File: config.mk
export PLATFORM = sky130hd
export DESIGN_NAME = bk_port_slave
export DESIGN_NICKNAME = d
export VERILOG_FILES = /design/src/rtl/bk_port_slave.sv
export SDC_FILE = /design/constraint.sdc
export NUM_CORES = 1
export LEC_CHECK = 0
export ABC_AREA = 1
export CAP_MARGIN = 20
export CORE_MARGIN = 2
export CORE_UTILIZATION = 54
export CTS_BUF_LIST = sky130_fd_sc_hd__clkbuf_16
export CTS_CLUSTER_SIZE = 14
export DETAILED_ROUTE_END_ITERATION = 10
export PLACE_DENSITY = 0.88
export REMOVE_ABC_BUFFERS = 1
export SLEW_MARGIN = 20
export SYNTH_ARGS = -nofsm -noshare
export SYNTH_HDL_FRONTEND = slang
export SYNTH_SLANG_ARGS = --single-unit
File: constraint.sdc
create_clock -name CLKp -period 2.2 [get_ports CLKp]
set_input_delay 0.66 -clock CLKp [delete_from_list [all_inputs] [get_ports CLKp]]
set_output_delay 0.66 -clock CLKp [all_outputs]
set_load 0.05 [all_outputs]
File: src/rtl/bk_port_slave.sv
// bk_port_slave: K1801 MPI bus slave for the 16-bit user parallel port register at 177714 (octal).
// Ports: CLKp/nRESETp clock and async active-low reset; nADi/nSYNCi/nDINi/nDOUTi/nWTBTi bus inputs
// (active-low); nADo/nAD_oe read data and its output enable; nRPLYo wired-AND reply (0 = assert);
// port_in external input data; port_out output latch; port_wr/port_rd one-cycle update/read pulses.
// Build option BK_PORT_READBACK_EN: reads return the output latch instead of port_in.
module bk_port_slave #(
  parameter logic [15:0] BASE_ADDR   = 16'o177714,
  parameter int          SYNC_STAGES = 2,
  parameter int          RPLY_DELAY  = 1
) (
  input  logic        CLKp,
  input  logic        nRESETp,
  input  logic [15:0] nADi,
  output logic [15:0] nADo,
  output logic        nAD_oe,
  input  logic        nSYNCi,
  input  logic        nDINi,
  input  logic        nDOUTi,
  input  logic        nWTBTi,
  output logic        nRPLYo,
  input  logic [15:0] port_in,
  output logic [15:0] port_out,
  output logic        port_wr,
  output logic        port_rd
);
  typedef enum logic [2:0] {IDLE, SKIP, SEL, RD, WR, WAIT_END} state_t;
  // The counter is loaded one short because leaving SEL already costs a cycle.
  localparam logic [2:0] CNT_INIT = (RPLY_DELAY == 0) ? 3'd0 : 3'(RPLY_DELAY - 1);
  localparam bit DUE_NOW = (RPLY_DELAY == 0);
  logic [SYNC_STAGES-1:0][19:0] pipe_q;
  logic [SYNC_STAGES-1:0] vld_q;
  logic sync_prev_q, armed_q;
  state_t state_q, state_d;
  logic [2:0] cnt_q, cnt_d;
  logic done_q, done_d, addr0_q, addr0_d, unused_wtbt_a_q, wtbt_a_d;
  logic rply_q, rply_d, oe_q, oe_d, wr_q, wr_d, rd_q, rd_d;
  logic [15:0] ado_q, ado_d, port_out_q, port_out_d, rd_data, wr_val;
  logic s_sync, s_din, s_dout, s_wtbt, sync_fall, sync_rise, match;
  logic [15:0] s_ad;
`ifdef BK_PORT_READBACK_EN
  logic unused_port_in;
  assign unused_port_in = ^port_in;
  assign rd_data = port_out_q;
`else
  assign rd_data = port_in;
`endif
  assign {s_sync, s_din, s_dout, s_wtbt, s_ad} = pipe_q[SYNC_STAGES-1];
  // A fall only counts once SYNC has been seen high after reset, so a reset released mid-cycle stays quiet.
  assign sync_fall = armed_q & sync_prev_q & ~s_sync;
  assign sync_rise = ~sync_prev_q & s_sync;
  assign match = (~s_ad[15:1] == BASE_ADDR[15:1]);
  assign wr_val = s_wtbt ? ~s_ad : addr0_q ? {~s_ad[15:8], port_out_q[7:0]} : {port_out_q[15:8], ~s_ad[7:0]};
  always_comb begin
    state_d = state_q;
    cnt_d = cnt_q;
    done_d = done_q;
    addr0_d = addr0_q;
    wtbt_a_d = unused_wtbt_a_q;
    rply_d = rply_q;
    oe_d = oe_q;
    ado_d = ado_q;
    port_out_d = port_out_q;
    wr_d = 1'b0;
    rd_d = 1'b0;
    if (sync_rise) begin
      state_d = IDLE;
      rply_d = 1'b1;
      oe_d = 1'b0;
      ado_d = '1;
    end else begin
      case (state_q)
        IDLE: if (sync_fall) begin
          addr0_d = ~s_ad[0];
          wtbt_a_d = ~s_wtbt;
          done_d = 1'b0;
          state_d = match ? SEL : SKIP;
        end
        SKIP: if (s_sync) state_d = IDLE;
        SEL: if (!s_din && !s_dout) state_d = SKIP;
        else if (!s_din) begin
          state_d = RD;
          cnt_d = CNT_INIT;
          oe_d = 1'b1;
          ado_d = ~rd_data;
          rd_d = 1'b1;
          if (DUE_NOW) begin
            rply_d = 1'b0;
            done_d = 1'b1;
          end
        end else if (!s_dout) begin
          state_d = WR;
          cnt_d = CNT_INIT;
          if (DUE_NOW) begin
            rply_d = 1'b0;
            done_d = 1'b1;
            wr_d = 1'b1;
            port_out_d = wr_val;
          end
        end
        RD: if (s_din) begin
          rply_d = 1'b1;
          state_d = WAIT_END;
        end else if (!done_q) begin
          if (cnt_q == 3'd0) begin
            rply_d = 1'b0;
            done_d = 1'b1;
          end else cnt_d = cnt_q - 3'd1;
        end
        WR: if (s_dout) begin
          rply_d = 1'b1;
          state_d = WAIT_END;
        end else if (!done_q) begin
          if (cnt_q == 3'd0) begin
            rply_d = 1'b0;
            done_d = 1'b1;
            wr_d = 1'b1;
            port_out_d = wr_val;
          end else cnt_d = cnt_q - 3'd1;
        end
        WAIT_END: begin
          oe_d = 1'b0;
          ado_d = '1;
          if (s_sync) state_d = IDLE;
        end
        default: state_d = IDLE;
      endcase
    end
  end
  always_ff @(posedge CLKp or negedge nRESETp) begin
    if (!nRESETp) begin
      pipe_q <= '1;
      vld_q <= '0;
      sync_prev_q <= 1'b1;
      armed_q <= 1'b0;
      state_q <= IDLE;
      cnt_q <= '0;
      done_q <= 1'b0;
      addr0_q <= 1'b0;
      unused_wtbt_a_q <= 1'b0;
      rply_q <= 1'b1;
      oe_q <= 1'b0;
      ado_q <= '1;
      port_out_q <= '0;
      wr_q <= 1'b0;
      rd_q <= 1'b0;
    end else begin
      pipe_q <= {pipe_q[SYNC_STAGES-2:0], {nSYNCi, nDINi, nDOUTi, nWTBTi, nADi}};
      vld_q <= {vld_q[SYNC_STAGES-2:0], 1'b1};
      sync_prev_q <= s_sync;
      armed_q <= armed_q | (vld_q[SYNC_STAGES-1] & s_sync);
      state_q <= state_d;
      cnt_q <= cnt_d;
      done_q <= done_d;
      addr0_q <= addr0_d;
      unused_wtbt_a_q <= wtbt_a_d;
      rply_q <= rply_d;
      oe_q <= oe_d;
      ado_q <= ado_d;
      port_out_q <= port_out_d;
      wr_q <= wr_d;
      rd_q <= rd_d;
    end
  end
  assign nRPLYo = rply_q;
  assign nAD_oe = oe_q;
  assign nADo = ado_q;
  assign port_out = port_out_q;
  assign port_wr = wr_q;
  assign port_rd = rd_q;
endmodule

### Word level (Yosys, flattened, before mapping)

Index checks and enable logic that the tools add are counted.

| cells by class | value |
|---|---|
| equal/unequal tests | 19 |
| bitwise logic cells | 16 |
| add/subtract/negate cells | 1 |
| multiplexer cells | 48 |
| reduce and logical (&&, ||, !) cells | 18 |

Operators by type and width:

| kind | number |
|---|---|
| $mux 16 | 5 |
| $mux 3 | 15 |
| $not 16->16 | 2 |
| $pmux 16 s2 | 1 |
| $mux 1 | 21 |
| $ne 3x3->1 const B | 6 |
| $reduce_and 6->1 | 3 |
| $not 8->8 | 2 |
| $eq 15x15->1 const B | 1 |
| $not 15->15 | 1 |
| $pmux 3 s5 | 1 |
| $reduce_bool 3->1 | 4 |
| $ne 2x2->1 const B | 5 |
| $reduce_and 5->1 | 2 |
| $pmux 3 s3 | 1 |
| $eq 3x2->1 const B | 2 |
| $eq 3x3->1 const B | 2 |
| $logic_not 3->1 | 2 |
| $not 1->1 | 6 |
| $reduce_and 3->1 | 2 |
| $ne 5x5->1 const B | 1 |
| $and 1x1->1 | 4 |
| $pmux 1 s2 | 2 |
| $eq 3x1->1 const B | 1 |
| other kinds (9) | 10 |

| storage, ports and cells | value |
|---|---|
| register bits after elaboration | 88 |
| input bits | 38 |
| output and inout bits | 36 |
| word-level logic and storage cells | 118 |

### Logic depth before layout (Yosys ltp)

Gate-level depths: netlist (run 1).

| depth | value |
|---|---|
| word-level depth | 6 |
| mapped depth | 9 |
| mapped depth without buffers | 9 |

### Least setup slack after synthesis (run 1)

No wires, ideal clock.

| timing path | value |
|---|---|
| path type | register to register |
| start point | register cnt_q[0] |
| end point | register port_out_q[13] (netlist: port_out[13]) |
| library setup time | 0.119 ns |
| stages on the path, launching flop included | 10 |
| path buffers | 1 |
| period minus slack after synthesis | 1.450 ns |
| data required time | 2.081 ns |
| arrival time | 1.332 ns |
| setup slack | 0.750 ns |
| cells stage by stage | dfrtp_1 > inv_1 > ha_1 > ha_1 > nand2_1 > nor2_8 > o21ai_4 > buf_8 > nand2_2 > o21ai_2 |

| on the way | value |
|---|---|
| word-level cells in the longest chain between the ends | 2 |

Ends and longest elaborated chain:

| item | line | RTL |
|---|---|---|
| from (decl) | 34 | `logic [2:0] cnt_q, cnt_d;` |
| from (signal assigned) | 152 | `cnt_q <= cnt_d;` |
| $logic_not 3->1 | 113 | `if (cnt_q == 3'd0) begin` |
| $reduce_and 6->1 (no source line) | n/a |  |
| to (signal assigned) | 159 | `port_out_q <= port_out_d;` |
| to (decl) | 37 | `logic [15:0] ado_q, ado_d, port_out_q, port_out_d, rd_data, wr_val;` |

Every way passes these cells.
A chain may end at the register's enable or synchronous reset.

### Worst setup path in the final report (run 1)

| timing path | value |
|---|---|
| start point | register port_out_q[8] (netlist: port_out[8]) |
| end point | output port_out[8] |

RTL lines:

| item | line | RTL |
|---|---|---|
| to (decl) | 22 | `output logic [15:0] port_out,` |

No word-level cell between the ends.

==> results.rst, run 1 <==
.. list-table::
   :header-rows: 1

   * - Metric
     - Value
   * - Worst vdd ir
     - 644 uV
   * - Post-CTS setup repair buffer count
     - 0
   * - Unrepaired setup endpoints after global routing
     - false
   * - Depth of the worst register-to-register path
     - 8
   * - Part of the cycle the worst path needs
     - 0.985
   * - Mean number of vias per cell
     - 4.91
   * - Clock buffer count from CTS
     - 9
   * - Hold violation count in the final report
     - 0
   * - Post-route setup TNS
     - 0 ns
   * - Initial Utilization
     - 0.561
   * - Final worst-path setup slack
     - 0.0322 ns
   * - Routed length per placed instance
     - 14.2 um
   * - Min cycle time layout
     - 2.17 ns
   * - Vias in the first global route
     - 2153
   * - CP peak stage delay
     - 0.81 ns
   * - Remaining design rule violation count
     - 0
   * - Count of cell types in the netlist
     - 30
   * - Count of flip-flops with a built-in enable after synthesis
     - 0
   * - PwrDens
     - 823 nW/um^2
   * - Crit Path Category
     - flop to primary output
   * - Worst slack at placement
     - 0.365 ns
   * - Largest net degree at the start of global routing
     - 47
   * - Fin. max-slew vios
     - 0
   * - Max capacitance violation total
     - 0
   * - Kind of start point of the critical path
     - flop
   * - Clock slew at the register clock pins of the worst setup and hold paths
     - 0.06 ns
   * - Floorplan die area
     - 6830 um^2
   * - Combined buffer and inverter count along the critical path
     - 1
   * - Length of the first detailed-routing pass in iterations
     - 4
   * - Wire length of the first global-routing pass
     - 10100 um
   * - Static leakage
     - 2.03 nW
   * - Initial DRC Count
     - 108
   * - Insertion delay to the later sink of the worst-skew pair
     - 0.34 ns
   * - Leading post-synthesis cells by cell area
     - dfstp_2 (46%), dfrtp_1 (22%), nand2_1 (5.6%), o21ai_2 (4.2%), nor2_1 (3.5%)
   * - GRT Residual Overflow
     - 0
   * - Total number of vias
     - 2135
   * - Layout cell share with drive strength beyond 1
     - 0.406
   * - X dimension of the die
     - 82.7 um
   * - Count of yosys warnings during synthesis
     - 0
   * - End of the worst register-to-register path
     - port_out[0]
   * - Slew at the pin with the worst max-slew slack
     - 0.561 ns
   * - Commonest register cell after synthesis
     - dfstp_2
   * - Count of input and output buffers
     - 73
   * - Fin nets
     - 395
   * - Worst endpoint data arrival time
     - 1.51 ns
   * - Std cell rows
     - 28
   * - Post-route worst hold slack
     - 0.213 ns
   * - Final setup fails
     - 0
   * - Relative area change from synthesis to final layout
     - 32.7%
   * - Slowest cell on crit path
     - clkdlybuf4s50_1
   * - Tot Pwr
     - 3.65 mW
   * - Max-Slew Margin vs Limit
     - 0.625
   * - Data required time at the worst endpoint
     - 1.54 ns
   * - Number of antenna violations at the first check in global routing
     - 0
   * - Hold/Removal Path Class
     - input port to async pin
   * - Final worst clock skew
     - 0.00858 ns
   * - Final RePlAce weighted congestion
     - 0.801
   * - Root Driver
     - clkbuf_16
   * - Worst Setup End Kind
     - primary output
   * - CTS tree
     - yes
   * - Mean cell area of the mapped netlist
     - 12.2 um^2
   * - Sequential element share of the synthesized area
     - 0.681
   * - Register-to-register path setup slack
     - 0.54 ns
   * - Fmax achieved
     - 461 MHz
   * - Multi-input combinational cell area
     - 932 um^2
   * - Clock sink count
     - 88
   * - Detailed Route WL
     - 6180 um
   * - Critical-path maximum fanout
     - 2
   * - Die Y
     - 82.7 um
   * - Status
     - completed
   * - Number of ports placed on the die boundary
     - 74
   * - Sequential cell area
     - 2270 um^2
   * - Critical path depth in cells
     - 1
   * - Share of Yosys cell area claimed by the top area cell type
     - 0.456
   * - Cell count after synthesis
     - 273
   * - Count of nets left with antenna violations after detail routing
     - 0
   * - Post-synth ARST share
     - 1.00
   * - Count of filler cells inserted in the layout
     - 400
   * - Dpl hpwl
     - 4290 um
   * - Buffers from clock root to sink, at most
     - 2
   * - Max H-tree Level
     - 3
   * - Mapped Area
     - 3340 um^2
   * - Launching point of the worst reg2reg path
     - pipe_q[39]
   * - Yosys top cell by area
     - dfstp_2
   * - Std-Cell Core Area
     - 5960 um^2
   * - Number of inserted diodes
     - 0
   * - CP Cell Sequence
     - clkdlybuf4s50_1
   * - Cell family contributing the most delay on the critical path
     - buffers and inverters
   * - Register bit total from synthesis
     - 88
   * - Overall fraction of global-route tracks in use
     - 0.207
cell usage in the layout, fill, tap and decap left out:
cell,n
buf_12,1
clkinvlp_4,1
nor2_2,2
nand2_4,1
a22oi_1,1
inv_8,1
dfrtp_1,30
clkbuf_16,9
nand2_2,7
a21oi_2,9
nand4_1,1
o21ai_4,2
inv_1,16
and2_1,2
o21ai_1,2
nand3_1,10
nor2_4,2
nor2_8,2
clkdlybuf4s50_1,45
inv_4,1
nand3_4,2
ha_1,2
buf_4,21
nand2_1,50
inv_2,3
o22ai_1,1
o21ai_0,7
conb_1,1
nor2_1,31
dlygate4sd2_1,1
bufinv_16,2
o21ai_2,16
clkinv_2,2
dlymetal6s2s_1,7
dfstp_2,58
nand3_2,2
a21oi_1,7
inv_6,2
how the worst max path moves through the flow:
| stage | end | start | slack [ns] |
|---|---|---|---|
| after global placement | port_out[7] | port_out[7] | 0.40 |
| after floorplan | port_out[0] | pipe_q[39] | 0.77 |
| after CTS | port_out[0] | port_out[0] | 0.004 |
| final | port_out[8] | port_out[8] | 0.03 |
| after detailed placement | port_out[4] | port_out[4] | 0.36 |
| after global routing | port_out[15] | port_out[15] | 0.006 |
sequential cells by signal, summed over array words and instances, names as in the netlist, 2 cells and up:
register and count:
port_out 16, cnt_q 3, state_q 3, nADo 16, vld_q 2, pipe_q 40
kinds of logic (layout without fill, tap and decap cells):
family                   count (synthesis)  in the layout  share of synthesized area
AO/OA/AOI/OAI                           45             45                      0.103
adder cells (fa/ha/maj)                  2              2                    0.00749
buffers and inverters                   25            112                     0.0404
flip-flops                              88             88                      0.681
other                                    1              1                    0.00112
AND/OR/NAND/NOR                        112            112                      0.167
synth_stat cells (2+ instances only):
cell / n
nor2_4: 2
and2_1: 2
o21ai_1: 2
nor2_2: 2
a21oi_2: 9
dfstp_2: 58
o21ai_0: 7
nor2_1: 31
o21ai_2: 16
nand3_2: 2
a21oi_1: 7
o21ai_4: 2
nand2_1: 50
dfrtp_1: 30
inv_1: 16
ha_1: 2
nand3_4: 2
buf_8: 2
buf_6: 2
inv_2: 3
nand2_2: 7
nor2_8: 2
nand3_1: 10
cell type report:
class | count | share of cell area
Timing Repair Buffer | 75 | 0.163
Multi-Input combinational cell | 160 | 0.210
Tap cell | 75 | 0.0212
Clock buffer | 9 | 0.0508
Clock inverter | 7 | 0.0229
Inverter | 21 | 0.0186
Sequential cell | 88 | 0.513
what timing repair did:
action                     in CTS  in global routing
hold endpoints to repair        0                  0
setup endpoints to repair       1                  7
gates cloned                    0                  0
hold buffers                    0                  0
resized for setup               1                  7
layer usage:
metal | global-route usage | part of all wire | wire length (um)
met1 | 0.236 | 0.38 | 2360
met2 | 0.352 | 0.55 | 3400
met3 | 0.0609 | 0.041 | 252
met4 | 0.111 | 0.027 | 170
met5 | 0 | 0 | 0
power breakdown:
part	leakage, nW	switching (mW)	internal, mW
registers	1.02	0.0540	1.71
logic	0.860	0.140	0.107
clock network	0.158	0.632	1.01
through the flow:
step | area [um^2] | util | instances
detailed placement | 4090 | 0.687 | 419
global placement | 4090 | 0.687 | 419
CTS | 4420 | 0.742 | 435
finish | 4430 | 0.745 | 435
floorplan | 3290 | - | 269
global route | 4430 | 0.745 | 435
No activity file was read; power rests on OpenSTA's default activity.
==> run 2, diff against run 1 <==
CORE_UTILIZATION = 50   (was 54)
CTS_CLUSTER_DIAMETER = 150   (was not set)
PLACE_DENSITY = 0.82   (was 0.88)
clock period = 2.1 ns   (was 2.2 ns; I/O delays follow)
==> results.rst, run 2 (synthesis results as in run 1) <==
.. list-table::
   :header-rows: 1

   * - Metric
     - Value
   * - Number of flip-flops in the largest register
     - 40
   * - CP peak stage delay
     - 0.53 ns
   * - Vias in the first global route
     - 2159
   * - Clock slew at the register clock pins of the worst setup and hold paths
     - 0.06 ns
   * - Hold violation count in the final report
     - 0
   * - Combined buffer and inverter count along the critical path
     - 1
   * - Final RePlAce weighted congestion
     - 0.827
   * - Max-Slew Margin vs Limit
     - 0.607
   * - Register containing the most flip-flops in the final layout
     - pipe_q
   * - Root Driver
     - clkbuf_16
   * - Cells after DPL
     - 421
   * - Fmax achieved
     - 547 MHz
   * - Routed length per placed instance
     - 13.4 um
   * - Fin. max-slew vios
     - 0
   * - Post-route setup TNS
     - 0 ns
   * - Slew at the pin with the worst max-slew slack
     - 0.587 ns
   * - Final worst clock skew
     - 0.00549 ns
   * - Overall fraction of global-route tracks in use
     - 0.176
   * - Slowest cell on crit path
     - dlygate4sd2_1
   * - Total number of vias
     - 2131
   * - CTS tree
     - yes
   * - Initial DRC Count
     - 153
   * - Unrepaired setup endpoints after global routing
     - false
   * - Max H-tree Level
     - 3
   * - Kind of start point of the critical path
     - flop
   * - Wire length of the first global-routing pass
     - 9850 um
   * - Non-filler cells, final
     - 437
   * - Violations in the final reports
     - design-rule violations
   * - Commonest non-fill, non-tap cell in the layout
     - dfstp_2
   * - Floorplan die area
     - 7350 um^2
   * - Number of antenna violations at the first check in global routing
     - 0
   * - Layout cell share with drive strength beyond 1
     - 0.444
   * - Hold buffer count at CTS
     - 0
   * - Buffers from clock root to sink, at most
     - 2
   * - GRT Residual Overflow
     - 0
   * - Count of input and output buffers
     - 73
   * - Initial Utilization
     - 0.520
   * - Mean number of vias per cell
     - 4.88
   * - Cell family contributing the most delay on the critical path
     - buffers and inverters
   * - Worst endpoint data arrival time
     - 1.20 ns
   * - Die Y
     - 85.8 um
   * - Std cell rows
     - 29
   * - Min cycle time layout
     - 1.83 ns
   * - Post-CTS setup repair buffer count
     - 0
   * - Std-Cell Core Area
     - 6420 um^2
   * - X dimension of the die
     - 85.8 um
   * - Hold/Removal Path Class
     - input port to async pin
   * - Final setup fails
     - 0
   * - Relative area change from synthesis to final layout
     - 31.0%
   * - Remaining design rule violation count
     - 2
   * - Status
     - finished, violations left
   * - Length of the first detailed-routing pass in iterations
     - 9
   * - Count of nets left with antenna violations after detail routing
     - 0
   * - Static leakage
     - 1.95 nW
   * - Critical-path maximum fanout
     - 2
   * - Final worst-path setup slack
     - 0.273 ns
   * - Largest net degree at the start of global routing
     - 39
   * - PwrDens
     - 866 nW/um^2
   * - Number of ports placed on the die boundary
     - 74
   * - CP Cell Sequence
     - dlygate4sd2_1
   * - Data required time at the worst endpoint
     - 1.47 ns
   * - Number of inserted diodes
     - 0
   * - Worst Setup End Kind
     - primary output
   * - Detailed Route WL
     - 5850 um
   * - Clock buffer count from CTS
     - 9
   * - Clock sink count
     - 88
   * - Insertion delay to the later sink of the worst-skew pair
     - 0.33 ns
   * - Dpl hpwl
     - 4040 um
   * - Max capacitance violation total
     - 0
   * - Worst vdd ir
     - 510 uV
   * - Crit Path Category
     - flop to primary output
   * - Commonest cells after routing, fill and taps aside
     - dfstp_2 (58), nand2_1 (50), clkdlybuf4s50_1 (36), buf_4 (36), nor2_1 (31)
   * - Worst slack at placement
     - 0.351 ns
   * - Fin nets
     - 395
   * - Part of the cycle the worst path needs
     - 0.870
[run 2: cell count changes in the layout (fill, tap and decap cells not counted), sizes merged]
cell,previous run,this run
inv,23,22
dlymetal6s2s,7,1
clkinv,2,3
buf,22,37
clkdlybuf4s50,45,36
[run 2: cell type report]
class,count,area [um^2]
sequential,88,2270
inverter,21,82.6
clock buffer,9,225
tap,77,96.3
timing repair buffer,75,672
clock inverter,7,96.3
fill,459,2040
multi-input combinational,160,932
[run 2: path summary, 6_finish.rpt]
check                              from           end  slack, ns  depth (start not counted)
hold reg to reg              pipe_q[16]    pipe_q[36]       0.35                          0
setup reg to reg               cnt_q[0]   port_out[1]       0.47                          8
hold / removal                  nRESETp   port_out[2]       0.24                          1
max in group asynchronous       nRESETp    pipe_q[26]       1.21                          2
setup / recovery           port_out[15]  port_out[15]       0.27                          1
min in group CLKp            pipe_q[16]    pipe_q[36]       0.35                          0
[run 2: per-layer routing]
layer,up-vias,routed length [um],GRT usage
li1,1038,-,-
met3,10,264,0.0481
met2,57,3040,0.297
met1,1026,2430,0.212
met4,0,117,0.0765
met5,-,0,0
[run 2: where the power goes]
part           internal, mW  leakage, nW  switching, mW
clock network          1.05        0.159          0.645
registers              1.79         1.02         0.0568
logic                 0.112        0.778          0.144
total                  2.95         1.95          0.846
[run 2: timing repair]
item                                   CTS  global route
endpoints found under the hold margin    0             0
gates resized for setup                  1             1
setup endpoints to repair                1             1
[run 2: metrics by stage]
stage	total power [mW]	hold slack, ns	util	instance area (um^2)
after detailed placement	2.13	0.343	0.632	4060
final	3.79	0.245	0.682	4380
after CTS	3.83	0.247	0.681	4380
after global placement	2.12	0.334	0.632	4060
after global routing	3.94	0.267	0.682	4380
after floorplan	1.99	0.331	-	3290
